[src/rtl/core_cache_ctrl_pkg.sv]
// -----------------------------------------------------------------------------
// core_cache_ctrl_pkg
//   Shared definitions for the core-to-data-cache request controller:
//   FSM state encodings and the default address/data field widths.
//   Imported by core_cache_wbuf and core_cache_ctrl.
// -----------------------------------------------------------------------------
package core_cache_ctrl_pkg;

  // Address field widths of the cache port.
  localparam int CACHE_INDEX_AW  = 8;
  localparam int CACHE_TAG_WIDTH = 20;
  localparam int CACHE_OFFSET_AW = 4;

  // Byte lanes (one write-enable bit each) and datapath widths.
  localparam int RAM_NUM         = 4;
  localparam int DATA_WIDTH      = 32;
  localparam int RV32_ADDR_WIDTH = 32;

  // Request sequencer states. Each transaction goes through an address
  // phase (request held until addr_ack) and a data phase (until data_ack).
  typedef enum logic [2:0] {
    S_IDLE    = 3'd0,
    S_RD_ADDR = 3'd1,
    S_RD_DATA = 3'd2,
    S_WR_ADDR = 3'd3,
    S_WR_DATA = 3'd4
  } cache_state_e;

endpackage : core_cache_ctrl_pkg

[src/rtl/core_cache_wbuf.sv]
// -----------------------------------------------------------------------------
// core_cache_wbuf
//   One-entry posted-store buffer. A store is taken whenever the CPU offers
//   one and the entry is empty (registered valid, so a store offered in the
//   cycle the entry drains is taken one cycle later). The controller clears
//   the entry once the cache reports the write done.
//
// Ports
//   clk, rst        clock, asynchronous active-high reset
//   wr_req_i        CPU store request
//   wr_addr_i       store address
//   wr_data_i       store data
//   wr_en_i         store byte enables
//   clear_i         drain complete, free the entry
//   accept_o        store is being taken this cycle
//   valid_o         entry holds a store
//   addr_o/data_o/be_o  buffered store payload
// -----------------------------------------------------------------------------
module core_cache_wbuf
  import core_cache_ctrl_pkg::*;
#(
  parameter int ADDR_W = RV32_ADDR_WIDTH,
  parameter int DATA_W = DATA_WIDTH,
  parameter int NUM_BE = RAM_NUM
) (
  input  logic              clk,
  input  logic              rst,
  input  logic              wr_req_i,
  input  logic [ADDR_W-1:0] wr_addr_i,
  input  logic [DATA_W-1:0] wr_data_i,
  input  logic [NUM_BE-1:0] wr_en_i,
  input  logic              clear_i,
  output logic              accept_o,
  output logic              valid_o,
  output logic [ADDR_W-1:0] addr_o,
  output logic [DATA_W-1:0] data_o,
  output logic [NUM_BE-1:0] be_o
);

  logic              valid_q, valid_d;
  logic [ADDR_W-1:0] addr_q,  addr_d;
  logic [DATA_W-1:0] data_q,  data_d;
  logic [NUM_BE-1:0] be_q,    be_d;

  assign accept_o = wr_req_i & ~valid_q;

  always_comb begin
    // NOTE: every signal gets a default first so no path leaves it unassigned,
    // which would otherwise infer a latch.
    valid_d = valid_q;
    addr_d  = addr_q;
    data_d  = data_q;
    be_d    = be_q;
    // Clear and accept are exclusive: accept requires valid_q = 0, clear only
    // happens while the entry is being drained (valid_q = 1).
    if (clear_i) begin
      valid_d = 1'b0;
    end else if (accept_o) begin
      valid_d = 1'b1;
      addr_d  = wr_addr_i;
      data_d  = wr_data_i;
      be_d    = wr_en_i;
    end
  end

  always_ff @(posedge clk or posedge rst) begin
    if (rst) begin
      // NOTE: the payload is a single entry, so resetting it is cheap and keeps
      // the cache-side outputs at a defined zero out of reset; a deeper buffer
      // would be a RAM and only its valid bits would be reset.
      valid_q <= 1'b0;
      addr_q  <= '0;
      data_q  <= '0;
      be_q    <= '0;
    end else begin
      // NOTE: non-blocking assignments so every register samples pre-edge
      // values regardless of statement order.
      valid_q <= valid_d;
      addr_q  <= addr_d;
      data_q  <= data_d;
      be_q    <= be_d;
    end
  end

  assign valid_o = valid_q;
  assign addr_o  = addr_q;
  assign data_o  = data_q;
  assign be_o    = be_q;

endmodule : core_cache_wbuf

[src/rtl/core_cache_ctrl.sv]
// -----------------------------------------------------------------------------
// core_cache_ctrl
//   Owns the single data-cache request channel. Posts stores into a one-entry
//   buffer, drains that buffer ahead of any younger load, sequences each
//   transaction through the cache's addr_ack / data_ack handshake, returns
//   load data with a one-cycle valid pulse, and drives the pipeline stall.
//
// Ports
//   clk, rst             clock, asynchronous active-high reset
//   cpu_rd_req_i         load request, held with stable address until valid
//   cpu_rd_addr_i        load address
//   cpu_wr_req_i         store request, held until accepted
//   cpu_wr_addr_i/cpu_wr_data_i/cpu_wr_en_i  store address, data, byte enables
//   cpu_rd_data_o        load data, valid with cpu_rd_valid_o
//   cpu_rd_valid_o       one-cycle load-complete pulse
//   pipeline_stall_o     stall the core (combinational)
//   cache_req_o          request, held until cache_addr_ack_i
//   cache_op_o           0 = read, 1 = write
//   cache_index_o/cache_tag_o/cache_offset_o  address fields
//   cache_wr_en_o        byte enables, zero on reads
//   cache_wr_data_o      write data
//   cache_rd_data_i      read data, valid with cache_data_ack_i
//   cache_addr_ack_i     request accepted
//   cache_data_ack_i     transaction complete
// -----------------------------------------------------------------------------
module core_cache_ctrl
  import core_cache_ctrl_pkg::*;
#(
  parameter int ADDR_W   = RV32_ADDR_WIDTH,
  parameter int DATA_W   = DATA_WIDTH,
  parameter int INDEX_W  = CACHE_INDEX_AW,
  parameter int OFFSET_W = CACHE_OFFSET_AW,
  parameter int TAG_W    = CACHE_TAG_WIDTH,
  parameter int NUM_BE   = RAM_NUM
) (
  input  logic                clk,
  input  logic                rst,
  // CPU load/store side
  input  logic                cpu_rd_req_i,
  input  logic [ADDR_W-1:0]   cpu_rd_addr_i,
  input  logic                cpu_wr_req_i,
  input  logic [ADDR_W-1:0]   cpu_wr_addr_i,
  input  logic [DATA_W-1:0]   cpu_wr_data_i,
  input  logic [NUM_BE-1:0]   cpu_wr_en_i,
  output logic [DATA_W-1:0]   cpu_rd_data_o,
  output logic                cpu_rd_valid_o,
  output logic                pipeline_stall_o,
  // Cache side
  output logic                cache_req_o,
  output logic                cache_op_o,
  output logic [INDEX_W-1:0]  cache_index_o,
  output logic [TAG_W-1:0]    cache_tag_o,
  output logic [OFFSET_W-1:0] cache_offset_o,
  output logic [NUM_BE-1:0]   cache_wr_en_o,
  output logic [DATA_W-1:0]   cache_wr_data_o,
  input  logic [DATA_W-1:0]   cache_rd_data_i,
  input  logic                cache_addr_ack_i,
  input  logic                cache_data_ack_i
);

  // ---------------------------------------------------------------------------
  // Store buffer
  // ---------------------------------------------------------------------------
  logic              wb_accept;
  logic              wb_valid;
  logic              wb_clear;
  logic [ADDR_W-1:0] wb_addr;
  logic [DATA_W-1:0] wb_data;
  logic [NUM_BE-1:0] wb_be;

  core_cache_wbuf #(
    .ADDR_W (ADDR_W),
    .DATA_W (DATA_W),
    .NUM_BE (NUM_BE)
  ) u_wbuf (
    .clk       (clk),
    .rst       (rst),
    .wr_req_i  (cpu_wr_req_i),
    .wr_addr_i (cpu_wr_addr_i),
    .wr_data_i (cpu_wr_data_i),
    .wr_en_i   (cpu_wr_en_i),
    .clear_i   (wb_clear),
    .accept_o  (wb_accept),
    .valid_o   (wb_valid),
    .addr_o    (wb_addr),
    .data_o    (wb_data),
    .be_o      (wb_be)
  );

  // ---------------------------------------------------------------------------
  // State and request registers
  // ---------------------------------------------------------------------------
  cache_state_e      state_q,    state_d;
  logic              req_q,      req_d;
  logic              op_q,       op_d;
  logic [ADDR_W-1:0] addr_q,     addr_d;
  logic [NUM_BE-1:0] be_q,       be_d;
  logic [DATA_W-1:0] wdata_q,    wdata_d;
  logic [DATA_W-1:0] rd_data_q,  rd_data_d;
  logic              rd_valid_q, rd_valid_d;

  always_comb begin
    state_d    = state_q;
    req_d      = req_q;
    op_d       = op_q;
    addr_d     = addr_q;
    be_d       = be_q;
    wdata_d    = wdata_q;
    rd_data_d  = rd_data_q;
    rd_valid_d = 1'b0;
    wb_clear   = 1'b0;

    unique case (state_q)
      S_IDLE: begin
        // A buffered store always goes first, so a younger load to the same
        // address sees the stored data from the cache; no forwarding needed.
        if (wb_valid) begin
          state_d = S_WR_ADDR;
          req_d   = 1'b1;
          op_d    = 1'b1;
          addr_d  = wb_addr;
          be_d    = wb_be;
          wdata_d = wb_data;
        end else if (cpu_rd_req_i && !rd_valid_q && !wb_accept) begin
          // rd_valid_q masks the held request in its completion cycle; a store
          // entering the buffer now must drain before this load issues.
          state_d = S_RD_ADDR;
          req_d   = 1'b1;
          op_d    = 1'b0;
          addr_d  = cpu_rd_addr_i;
          be_d    = '0;
          wdata_d = '0;
        end
      end

      S_RD_ADDR: begin
        if (cache_addr_ack_i) begin
          req_d = 1'b0;
          // Both acks in the same cycle complete the transaction at once.
          if (cache_data_ack_i) begin
            rd_data_d  = cache_rd_data_i;
            rd_valid_d = 1'b1;
            state_d    = S_IDLE;
          end else begin
            state_d = S_RD_DATA;
          end
        end
      end

      S_RD_DATA: begin
        if (cache_data_ack_i) begin
          rd_data_d  = cache_rd_data_i;
          rd_valid_d = 1'b1;
          state_d    = S_IDLE;
        end
      end

      S_WR_ADDR: begin
        if (cache_addr_ack_i) begin
          req_d = 1'b0;
          if (cache_data_ack_i) begin
            wb_clear = 1'b1;
            state_d  = S_IDLE;
          end else begin
            state_d = S_WR_DATA;
          end
        end
      end

      S_WR_DATA: begin
        if (cache_data_ack_i) begin
          wb_clear = 1'b1;
          state_d  = S_IDLE;
        end
      end

      default: begin
        state_d = S_IDLE;
        req_d   = 1'b0;
      end
    endcase
  end

  always_ff @(posedge clk or posedge rst) begin
    if (rst) begin
      state_q    <= S_IDLE;
      req_q      <= 1'b0;
      op_q       <= 1'b0;
      addr_q     <= '0;
      be_q       <= '0;
      wdata_q    <= '0;
      rd_data_q  <= '0;
      rd_valid_q <= 1'b0;
    end else begin
      state_q    <= state_d;
      req_q      <= req_d;
      op_q       <= op_d;
      addr_q     <= addr_d;
      be_q       <= be_d;
      wdata_q    <= wdata_d;
      rd_data_q  <= rd_data_d;
      rd_valid_q <= rd_valid_d;
    end
  end

  // ---------------------------------------------------------------------------
  // Outputs
  // ---------------------------------------------------------------------------
  assign cpu_rd_data_o   = rd_data_q;
  assign cpu_rd_valid_o  = rd_valid_q;

  assign cache_req_o     = req_q;
  assign cache_op_o      = op_q;
  assign cache_offset_o  = addr_q[OFFSET_W-1:0];
  assign cache_index_o   = addr_q[OFFSET_W+INDEX_W-1:OFFSET_W];
  assign cache_tag_o     = addr_q[ADDR_W-1:OFFSET_W+INDEX_W];
  assign cache_wr_en_o   = be_q;
  assign cache_wr_data_o = wdata_q;

  // Stall while a load is outstanding, or while a store waits on a full buffer.
  assign pipeline_stall_o = (cpu_rd_req_i & ~rd_valid_q) | (cpu_wr_req_i & wb_valid);

endmodule : core_cache_ctrl

[config.mk]
export PLATFORM = sky130hd
export DESIGN_NAME = core_cache_ctrl
export DESIGN_NICKNAME = d
export VERILOG_FILES = /design/src/rtl/core_cache_ctrl_pkg.sv /design/src/rtl/core_cache_wbuf.sv /design/src/rtl/core_cache_ctrl.sv
export SDC_FILE = /design/constraint.sdc
export NUM_CORES = 1
export LEC_CHECK = 0
export CAP_MARGIN = 20
export CORE_ASPECT_RATIO = 0.9
export CORE_MARGIN = 5
export CORE_UTILIZATION = 28
export CTS_BUF_LIST = sky130_fd_sc_hd__clkbuf_8 sky130_fd_sc_hd__clkbuf_16
export DETAILED_ROUTE_END_ITERATION = 8
export SLEW_MARGIN = 20
export SYNTH_ARGS = -nofsm -noshare
export SYNTH_HDL_FRONTEND = slang
export SYNTH_SLANG_ARGS = --single-unit
[constraint.sdc]
create_clock -name clk -period 12.1 [get_ports clk]
set_clock_uncertainty 0.05 [all_clocks]
set_input_delay 1.815 -clock clk [delete_from_list [all_inputs] [get_ports clk]]
set_output_delay 1.815 -clock clk [all_outputs]
set_load 0.03 [all_outputs]
==> load_flow_metrics.sql <==
INSERT INTO impl_metrics (metric_group, metric, value, unit) VALUES
('timing', 'postLayoutSetupSlackWorst', '7014', 'ps'),
('die', 'std_cell_rows', '54', ''),
('clock_tree', 'post-cts-setup-buffers', '0', ''),
('power', 'max-vdd-ir-drop', '0.1318', 'mV'),
('grt', 'grt.total_usage', '12.97', '%'),
('final_layout', 'n_fill_cell', '2194', ''),
('synthesis', 'ys_async_sr_fraction', '100.0', '%'),
('grt', 'antenna_found_initial', '0', ''),
('timing', 'totalNegativeSetupSlack', '0', 'ps'),
('placement', 'port_buffers', '241', ''),
('drt', 'wire_per_inst', '18.30', 'um'),
('critical_path', 'cp.required', '10230', 'ps'),
('synthesis', 'synthesis.yosys.warnings', '0', ''),
('synthesis', 'syn_inst', '433', ''),
('critical_path', 'timing.critical_path.slowest_stage_cell', 'sky130_fd_sc_hd__clkdlybuf4s50_1', ''),
('worst_hold_path', 'timing.hold.worst.start', 'u_wbuf.addr_o[10]$_DFFE_PP0P_', ''),
('synthesis', 'post_synth_main_area_contributors', 'sky130_fd_sc_hd__dfrtp_1 64%, sky130_fd_sc_hd__mux2_2 24%, sky130_fd_sc_hd__a22o_1 4.6%', ''),
('clock_tree', 'cts_max_path_buffers', '2', ''),
('die', 'io_pins', '242', ''),
('grt', 'grt_overflow_total', '0', ''),
('synthesis', 'yosysTopAreaCell', 'sky130_fd_sc_hd__dfrtp_1', ''),
('drt', 'drt_first_iter_violations', '175', ''),
('power', 'comb_power_share', '45.5', '%'),
('critical_path', 'setup.worst_path.end_class', 'output port', ''),
('critical_path', 'startpoint', 'cpu_wr_req_i', ''),
('synthesis', 'most_used_flip_flop_cell_after_synthesis', 'sky130_fd_sc_hd__dfrtp_1', ''),
('drt', 'final_antenna_net_count', '0', ''),
('power', 'power_density', '290.7', 'mW/mm2'),
('synthesis', 'post_synth_top_cells', '175 x sky130_fd_sc_hd__dfrtp_1, 144 x sky130_fd_sc_hd__mux2_2, 36 x sky130_fd_sc_hd__a22o_1', ''),
('die', 'dieWidth', '175.2', 'um'),
('outcome', 'run_status', 'complete, no violations', ''),
('power', 'cell_internal_pwr', '1.894', 'mW'),
('critical_path', 'reg2regPathDepth', '3', ''),
('grt', 'grt_start_max_net_pins', '111', ''),
('drt', 'route.vias.total', '4490', ''),
('final_layout', 'area_growth', '48.90', '%'),
('synthesis', 'mappedNetlistNets', '571', ''),
('clock_tree', 'clock-root-buffer', 'sky130_fd_sc_hd__clkbuf_16', ''),
('power', 'p_switching', '1.082', 'mW'),
('synthesis', 'sequential_share_of_the_synthesized_area', '63.69', '%'),
('clock_tree', 'cts_sinks', '175', ''),
('worst_hold_path', 'hold_class', 'reg -> reg', ''),
('critical_path', 'crit_top_cell', 'sky130_fd_sc_hd__clkdlybuf4s50_1', ''),
('critical_path', 'path_cells', 'clkdlybuf4s50_1, nand2_1, o21ai_0, clkdlybuf4s50_1', ''),
('critical_path', 'setup.worst_path.start_class', 'primary input', ''),
('die', 'starting_density', '28.42', '%'),
('power', 'leakage_component_of_the_power', '4.320', 'nW'),
('timing', 'finalHoldViolCount', '0', ''),
('synthesis', 'synth.ff_latch_count', '175', ''),
('die', 'floorplan_die_height', '158.7', 'um'),
('timing', 'worst_slew_pin_slew', '1000', 'ps'),
('clock_tree', 'clkLatencyLatePin', '420', 'ps'),
('clock_tree', 'cts-hold-fix-buffers', '0', ''),
('synthesis', 'mappedNetlistArea', '0.006875', 'mm2'),
('drt', 'detail_route.first_pass.iterations', '5', ''),
('clock_tree', 'tritoncts', 'done', ''),
('critical_path', 'timing.critical_path.slowest_cell_delay', '700', 'ps'),
('critical_path', 'worst-endpoint-arrival', '3220', 'ps'),
('clock_tree', 'htree_num_levels', '4', ''),
('timing', 'finalWorstPathRequiredPeriod', '5086', 'ps'),
('timing', 'fmax', '0.1966', 'GHz'),
('placement', 'gp_routability_congestion', '0.7437', ''),
('critical_path', 'rr_endpoint', 'addr_q[31]$_DFFE_PP0P_', ''),
('synthesis', 'synth.top_cell.area_share', '63.69', '%'),
('critical_path', 'cp-endpoint', 'pipeline_stall_o', ''),
('critical_path', 'r2r_slack', '9330', 'ps'),
('power', 'share_clk_of_total_power', '19.1', '%'),
('worst_hold_path', 'worst_hold_path_cell_count', '1', ''),
('job', 'max_cap_viol_count', '0', ''),
('final_layout', 'finalNonFillerCells', '993', ''),
('critical_path', 'crit-reg2reg-launch', 'u_wbuf.valid_o$_DFFE_PP0P_', '');
cells in the final DEF (no fill, tap or decap):
cell type / instances
sky130_fd_sc_hd__a2111oi_4: 1
sky130_fd_sc_hd__a21o_1: 3
sky130_fd_sc_hd__a21oi_1: 2
sky130_fd_sc_hd__a21oi_4: 1
sky130_fd_sc_hd__a22o_1: 36
sky130_fd_sc_hd__a2bb2oi_1: 1
sky130_fd_sc_hd__and2_2: 1
sky130_fd_sc_hd__and4b_1: 1
sky130_fd_sc_hd__and4bb_1: 1
sky130_fd_sc_hd__buf_16: 1
sky130_fd_sc_hd__buf_4: 4
sky130_fd_sc_hd__bufinv_16: 3
sky130_fd_sc_hd__clkbuf_16: 17
sky130_fd_sc_hd__clkbuf_8: 1
sky130_fd_sc_hd__clkdlybuf4s50_1: 241
sky130_fd_sc_hd__clkinv_2: 3
sky130_fd_sc_hd__clkinv_4: 1
sky130_fd_sc_hd__clkinvlp_4: 2
sky130_fd_sc_hd__dfrtp_1: 174
sky130_fd_sc_hd__dfrtp_2: 1
sky130_fd_sc_hd__inv_1: 4
sky130_fd_sc_hd__inv_6: 2
sky130_fd_sc_hd__inv_8: 2
sky130_fd_sc_hd__mux2_1: 20
sky130_fd_sc_hd__mux2_2: 144
sky130_fd_sc_hd__nand2_1: 5
sky130_fd_sc_hd__nand2b_1: 2
sky130_fd_sc_hd__nand3b_1: 1
sky130_fd_sc_hd__nor2_1: 4
sky130_fd_sc_hd__nor2b_1: 1
sky130_fd_sc_hd__nor3_1: 1
sky130_fd_sc_hd__nor3b_1: 1
sky130_fd_sc_hd__o21ai_0: 1
sky130_fd_sc_hd__o21ai_4: 1
sky130_fd_sc_hd__o31ai_1: 1
per-layer routing:
metal  global-route usage (%)  part of all wire, %  vias up
met3                    5.627                  9.2       14
li1                         -                    -     2052
met1                    15.72                   42     2274
met5                        0                    0        -
met2                    21.29                   48      150
met4                    3.665                  1.2        0
metrics by stage:
stage,cell area (um2),util [%],hold WS [ps],power [mW]
after floorplan,6875,-,402.2,1.883
after CTS,10210,42.20,437.9,3.018
after global routing,10240,42.32,449.3,3.145
after global placement,9603,39.70,413.9,2.391
final,10240,42.32,434.6,2.976
after detailed placement,9603,39.70,421.4,2.430
power by group through the flow:
stage | combinational, mW | sequential, mW | clock [mW]
3_3_place_gp | 1.35 | 1.05 | 0
2_1_floorplan | 0.546 | 1.34 | 0
3_5_place_dp | 1.37 | 1.06 | 0
4_1_cts | 1.37 | 1.06 | 0.590
5_1_grt | 1.44 | 1.09 | 0.609
6_report | 1.35 | 1.05 | 0.569
sequential cells by signal (all words and copies together) (netlist names), 3 cells and up:
register / count
addr_q: 32
cache_wr_data_o: 32
cache_wr_en_o: 4
cpu_rd_data_o: 32
state_q: 3
u_wbuf.addr_o: 32
u_wbuf.be_o: 4
u_wbuf.data_o: 32
kinds of logic (layout without fill, tap and decap cells):
| logic type | count (synthesis) | in the layout | share of synthesized area, % |
|---|---|---|---|
| compound gates | 47 | 47 | 5.914 |
| buf+inv | 29 | 281 | 2.056 |
| flops | 175 | 175 | 63.69 |
| mux | 164 | 164 | 26.86 |
| simple gates | 18 | 18 | 1.474 |
critical path, delay by kind of cell:
family	cells	cell delay (ps)
AOI/OAI and AO/OA	1	110
buffers and inverters	2	1240
and+or+nand+nor	1	60
worst min-delay path by stage:
| stage | slack (ps) | endpoint |
|---|---|---|
| 2_1_floorplan | 400 | u_wbuf.addr_o[10]$_DFFE_PP0P_ |
| 3_3_place_gp | 410 | u_wbuf.addr_o[4]$_DFFE_PP0P_ |
| 5_1_grt | 450 | u_wbuf.addr_o[21]$_DFFE_PP0P_ |
| 6_report | 430 | u_wbuf.addr_o[10]$_DFFE_PP0P_ |
| 4_1_cts | 440 | u_wbuf.addr_o[8]$_DFFE_PP0P_ |
| 3_5_place_dp | 420 | u_wbuf.addr_o[21]$_DFFE_PP0P_ |
layout make-up:
type	instances	area [um2]	area share, %
sequential	175	4380	42.79
timing repair buffer	246	2470	24.13
multi-input combinational	229	2379	23.23
clock buffer	18	439.2	4.290
tap	308	385.4	3.764
clock inverter	14	165.2	1.613
inverter	3	18.77	0.1833
(Power assumes the default switching activity.)
